`config.mk`:
```
export PLATFORM = sky130hd
export DESIGN_NAME = button_debouncer
export DESIGN_NICKNAME = d
export VERILOG_FILES = /design/src/rtl/button_debouncer.sv
export SDC_FILE = /design/constraint.sdc
export NUM_CORES = 1
export LEC_CHECK = 0
export CORE_UTILIZATION = 55
export DETAILED_ROUTE_END_ITERATION = 16
export PLACE_DENSITY = 0.8
export SYNTH_ARGS = -nofsm -noshare
export SYNTH_HDL_FRONTEND = slang
export SYNTH_SLANG_ARGS = --single-unit
```
`constraint.sdc`:
```
create_clock -name clk -period 2.2 [get_ports clk]
set_clock_uncertainty 0.05 [all_clocks]
set_input_delay 0.44 -clock clk [delete_from_list [all_inputs] [get_ports clk]]
set_output_delay 0.44 -clock clk [all_outputs]
set_load 0.02 [all_outputs]
```
`src/rtl/button_debouncer.sv`:
```
// Push-button debouncer: four-state qualify FSM with abort counter.
// Optional two-flop input synchronizer enabled by DEBOUNCE_SYNC_EN.
module button_debouncer #(
    parameter logic [15:0] CNT_MAX = 16'd50000
) (
    input  logic       clk,
    input  logic       reset,
    input  logic       pb_in,
    output logic       pb_out,
    output logic       busy,
    output logic [7:0] bounce_cnt
);

    // bit1 = debounced level, bit0 ^ bit1 = qualifying
    typedef enum logic [1:0] {
        LOW      = 2'b00,
        CHK_HIGH = 2'b01,
        HIGH     = 2'b11,
        CHK_LOW  = 2'b10
    } state_t;

    state_t      state, state_n;
    logic [15:0] cnt, cnt_n;
    logic [7:0]  bnc_n;
    logic        s;
    logic        at_max;
    logic        bnc_sat;

`ifdef DEBOUNCE_SYNC_EN
    logic sync1, sync2;

    always_ff @(posedge clk) begin
        if (reset) begin
            sync1 <= 1'b0;
            sync2 <= 1'b0;
        end else begin
            sync1 <= pb_in;
            sync2 <= sync1;
        end
    end

    assign s = sync2;
`else
    assign s = pb_in;
`endif

    assign at_max  = (cnt == CNT_MAX - 16'd1);
    assign bnc_sat = &bounce_cnt;

    always_comb begin
        state_n = state;
        cnt_n   = cnt;
        bnc_n   = bounce_cnt;
        unique case (state)
            LOW: begin
                if (s) begin
                    state_n = CHK_HIGH;
                    cnt_n   = '0;
                end
            end
            CHK_HIGH: begin
                if (!s) begin
                    state_n = LOW;
                    cnt_n   = '0;
                    if (!bnc_sat)
                        bnc_n = bounce_cnt + 8'd1;
                end else if (at_max) begin
                    state_n = HIGH;
                    cnt_n   = '0;
                end else begin
                    cnt_n = cnt + 16'd1;
                end
            end
            HIGH: begin
                if (!s) begin
                    state_n = CHK_LOW;
                    cnt_n   = '0;
                end
            end
            CHK_LOW: begin
                if (s) begin
                    state_n = HIGH;
                    cnt_n   = '0;
                    if (!bnc_sat)
                        bnc_n = bounce_cnt + 8'd1;
                end else if (at_max) begin
                    state_n = LOW;
                    cnt_n   = '0;
                end else begin
                    cnt_n = cnt + 16'd1;
                end
            end
        endcase
    end

    always_ff @(posedge clk) begin
        if (reset) begin
            state      <= LOW;
            cnt        <= '0;
            bounce_cnt <= '0;
        end else begin
            state      <= state_n;
            cnt        <= cnt_n;
            bounce_cnt <= bnc_n;
        end
    end

    assign pb_out = state[1];
    assign busy   = state[1] ^ state[0];

endmodule

```
### After elaboration in Yosys (flattened, before gate mapping)

Index checks and enable logic that the tools add are counted.

* flip-flop bits (word level): 26
* input bits: 3
* output and inout port bits: 10
* word-level logic and storage cells: 39

* $add $sub $neg: 2
* eq/ne operators: 10
* muxes and demuxes: 17
* bitwise logic cells: 1
* reductions and logical operators: 6

Operators with widths (count)
* 2-to-1 mux 16 bit: 5
* case mux 16 bit (4 select lines): 1
* 2-to-1 mux 8 bit: 3
* adder 16 x 1 -> 16 bit, second input constant: 1
* equality test 16 bit, second input constant: 1
* case mux 8 bit (2 select lines): 1
* 2-to-1 mux 2 bit: 6
* adder 8 x 1 -> 8 bit, second input constant: 1
* inequality test 2 bit, second input constant: 4
* case mux 2 bit (4 select lines): 1
* AND reduction 8 bit: 1
* inequality test 3 bit, second input constant: 2
* equality test 2 bit, second input constant: 2
* AND reduction 4 bit: 1
* AND reduction 3 bit: 1
* equality test 2 x 1 -> 1 bit, second input constant: 1
* logical NOT 2 bit: 1
* AND reduction 2 bit: 1
* nonzero test 2 bit: 1
* bitwise XOR 1 bit: 1

### Logic depth before layout (Yosys ltp)

* depth after elaboration: 4
* gate-level depth with buffers: 8
* mapped depth without buffers: 6

### Worst setup path after synthesis

OpenSTA, ideal clock, no wires.

* path type: flip-flop to flip-flop
* from: register state[1]
* to: register bounce_cnt[6]
* library setup time: 133 ps
* arrival time: 2023 ps
* data required time: 2017 ps
* slack: -6 ps
* cell stages (with the launch flop): 8
* buffers on the path: 1
* cell sequence: dfxtp_1 inv_1 ha_1 buf_2 inv_1 or4_1 nor3_1 a211oi_1

* longest elaborated chain between the ends: 3
* elaborated cells between the ends (all ways): 7

Ends and longest elaborated chain
* from (decl): RTL line 22 `state_t state, state_n;`
* from (signal assigned): RTL line 102 `state <= state_n;`
* equality test 2 x 1 -> 1 bit or equality test 2 bit (tied branches): RTL line 54 `unique case (state)`
* inequality test 2 bit (no source line) or nonzero test 2 bit (tied branches)
* AND reduction 3 bit (no source line)
* to (signal assigned): RTL line 104 `bounce_cnt <= bnc_n;`
* to (decl): RTL line 11 `output logic [7:0] bounce_cnt`

Parallel ways exist; a longest one is shown, timed or not.
A chain may end at the register's enable or synchronous reset.

### Worst setup path in the final report

* from: input port pb_in
* to: register state[1]

* longest elaborated chain between the ends: 2
* elaborated cells between the ends (all ways): 8

Ends and longest elaborated chain
* from (decl): RTL line 8 `input logic pb_in,`
* inequality test 3 bit (no source line), or another cell as far along
* AND reduction 4 bit (no source line) or case mux 2 bit (4 select lines) (tied branches)

Parallel ways exist; a longest one is shown, timed or not.

==> metrics.yaml <==
worst_setup_path:
  path_cells: "clkdlybuf4s50_1 > buf_4 > mux2_2 > or4_1 > a21oi_1"
  arrival_ns: 2.25
  worst_path_dominant_cell_family: "buffers and inverters"
  cpPeakStageDelay_ns: 0.57
  setup.worst_path.class: "input pin to flip-flop"
  cp_max_fo: 6
  end_kind: "flip-flop"
  start_kind: "input pin"
  cp.required_ns: 2.41
  critPathBufInv: 2
  critPathSlowestCell: "clkdlybuf4s50_1"
place:
  dp_hpwl_um: 2530
  dp.cells: 228
  place.gp.congestion: 0.796
  port_buffers: 12
timing:
  fin_crit_sh: 0.927
  worstMarginPinSlew_ns: 0.713
  setup_viol: 0
  fin_crit_ns: 2.04
  grt_setup_unrepaired: "no"
  tns_ns: 0
  report.final.slew_viol_count: 0
  hold_viol_final: 0
  max_slew_margin: 0.517
  max_freq_mhz: 490
floorplan:
  die_width_um: 55.2
  start_util: 0.606
  rows: 18
  die_area_um2: 3040
  fp.coreArea_um2: 2570
  ios: 13
  die_h_um: 55.2
clock_tree:
  ctsHoldBuffers: 0
  clock-root-buffer: "clkbuf_4"
  h-tree-depth: 1
  cts_buffers: 3
  clkLatencyLatePin_ns: 0.32
  cts_sinks: 26
  clk_pin_slew_ns: 0.15
  cts_tree: "built"
  post-cts-setup-buffer-count: 0
  cts_resized: 1
  cts_buffer_depth: 2
job:
  drv_cap: 0
power_and_ir_drop:
  pwr-share-seq: 0.444
  powerDensity_nw_per_um2: 608
  p_int_uw: 793
  clkPwrFrac: 0.299
  pwr-share-comb: 0.258
  p_sw_frac: 0.288
  p_leak_nw: 0.566
  switchingPower_uw: 320
  ir_worst_vdd_mv: 0.417
final_layout:
  layout.nets: 212
  final_common_cell: "dfxtp_1"
  drive_above_1_share: 0.139
  synthToLayoutAreaGrowth_pct: 17.6
  final_cells: 232
  insertedDiodeCount: 0
  mostFrequentLayoutCells: "dfxtp_1, a21oi_1, nand2_1"
  fillers: 192
outcome:
  status: "completed"
hold_path:
  hold_path.class: "flip-flop to flip-flop"
logic_synthesis:
  synth_seq_cells: 26
  synth_edf_count: 0
  synth-xor-area-share: 0.00563
  ys.flop_type: "dfxtp_1"
  async_flop_share: 0
  ys_top_cells_by_area: "dfxtp_1, a21oi_1, nand4b_1, ha_1, nand2_1"
  syn_area_um2: 1560
  syn_nets: 192
  synth_warnings: 0
  synth.top_cell.area_share: 0.335
  synth_adder_area_share: 0.0483
  synth_top_family_by_area: "simple AND/OR/NAND/NOR gates"
  synth_compound_area_frac: 0.210
  ys_seq_area_frac: 0.335
  synth.area.mux_share: 0.0418
  yosysUniqueCellTypes: 39
  synthCells: 183
  synth-simple-area-share: 0.303
  avgSynthCellArea_um2: 8.50
  yosysTopAreaCell: "dfxtp_1"
routing:
  drt_pass1_iterations: 4
  drt-total-wl_um: 3620
  viasPerCell: 6.59
  via_count: 1530
  postRouteAntennaNets: 0
  drt_iter0_drc: 39
  wl_per_cell_um: 15.6
  drc: 0
global_routing:
  grt_use_total: 0.264
  grt_max_degree: 18
  grt_pass1_wl_um: 5790
  grt_overflow_total: 0
  antenna_found_initial: 0
  grt_pass1_vias: 1352
==> per-layer routing <==
layer  GRT usage  wire, um  vias to the layer above
met2       0.496      1860                       37
met4       0.108        57                        0
met3      0.0246       124                        6
met5           0         0                        -
met1       0.302      1570                      743
li1            -         -                      744
==> Yosys cell counts, types with 2 or more instances <==
| cell | number |
|---|---|
| dfxtp_1 | 26 |
| a21oi_1 | 20 |
| nand2_1 | 16 |
| nand4b_1 | 11 |
| o21ai_0 | 10 |
| nand3_1 | 8 |
| nor4_1 | 8 |
| inv_1 | 7 |
| a31oi_1 | 6 |
| buf_2 | 6 |
| ha_1 | 6 |
| nor2_1 | 6 |
| or4_1 | 6 |
| clkbuf_1 | 4 |
| nand4_1 | 4 |
| or3_1 | 4 |
| nand3b_1 | 3 |
| nor3_1 | 3 |
| o31a_1 | 3 |
| o31ai_1 | 3 |
| and4bb_2 | 2 |
| mux2_2 | 2 |
| mux2i_1 | 2 |
| o211ai_1 | 2 |
==> worst paths after layout <==
kind,from,to,slack [ns],cells after the start
worst max-delay path,pb_in,state[1],0.16,5
worst min-delay path,cnt[10],cnt[10],0.47,2
worst max register to register,bounce_cnt[1],bounce_cnt[1],0.20,6
worst min register to register,cnt[10],cnt[10],0.47,2
==> worst reg2reg max path: stages (launching register included) <==
cell and delay [ns]:
dfxtp_1 0.46, ha_1 0.21, nand2_1 0.07, o311ai_1 0.63, buf_4 0.26, mux2i_1 0.19, nor2_1 0.05
==> registers in the layout (all words and copies together), names as in the netlist <==
signal,cells
cnt,16
bounce_cnt,8
state,2
==> metrics by stage <==
step	cell area [um2]	hold WS (ns)	utilization	setup slack (ns)	power [mW]
4_1_cts	1830	0.465	0.712	0.176	1.12
5_1_grt	1830	0.491	0.712	0.00547	1.16
6_report	1830	0.467	0.712	0.161	1.11
3_5_place_dp	1780	0.445	0.692	-0.186	0.788
2_1_floorplan	1560	0.417	-	0.101	0.670
3_3_place_gp	1780	0.430	0.692	-0.102	0.776
==> power by group through the flow <==
stage,Clock [mW],Sequential [mW],Combinational [mW]
2_1_floorplan,0,0.514,0.156
3_3_place_gp,0,0.502,0.273
3_5_place_dp,0,0.503,0.285
4_1_cts,0.340,0.493,0.285
5_1_grt,0.353,0.495,0.308
6_report,0.333,0.494,0.287
==> area by class of cell <==
type                    count  area, um2  share of cell area
flip-flops and latches     26        522               0.285
repair buffers             27        244               0.133
inverters                   7       26.3              0.0144
clock buffers               3       22.5              0.0123
well taps                  30       37.5              0.0205
multi-input cells         138        947               0.518
clock inverters             1       30.0              0.0164
==> logic make-up (layout without fill, tap and decap cells) <==
group / count (synthesis) / in the layout
AO/OA/AOI/OAI: 51 / 51
XOR/XNOR: 1 / 1
AND/OR/NAND/NOR: 75 / 75
adder cells (fa/ha/maj): 6 / 6
flip-flops: 26 / 26
multiplexers: 5 / 5
buffers and inverters: 19 / 38
(Power assumes the default switching activity.)
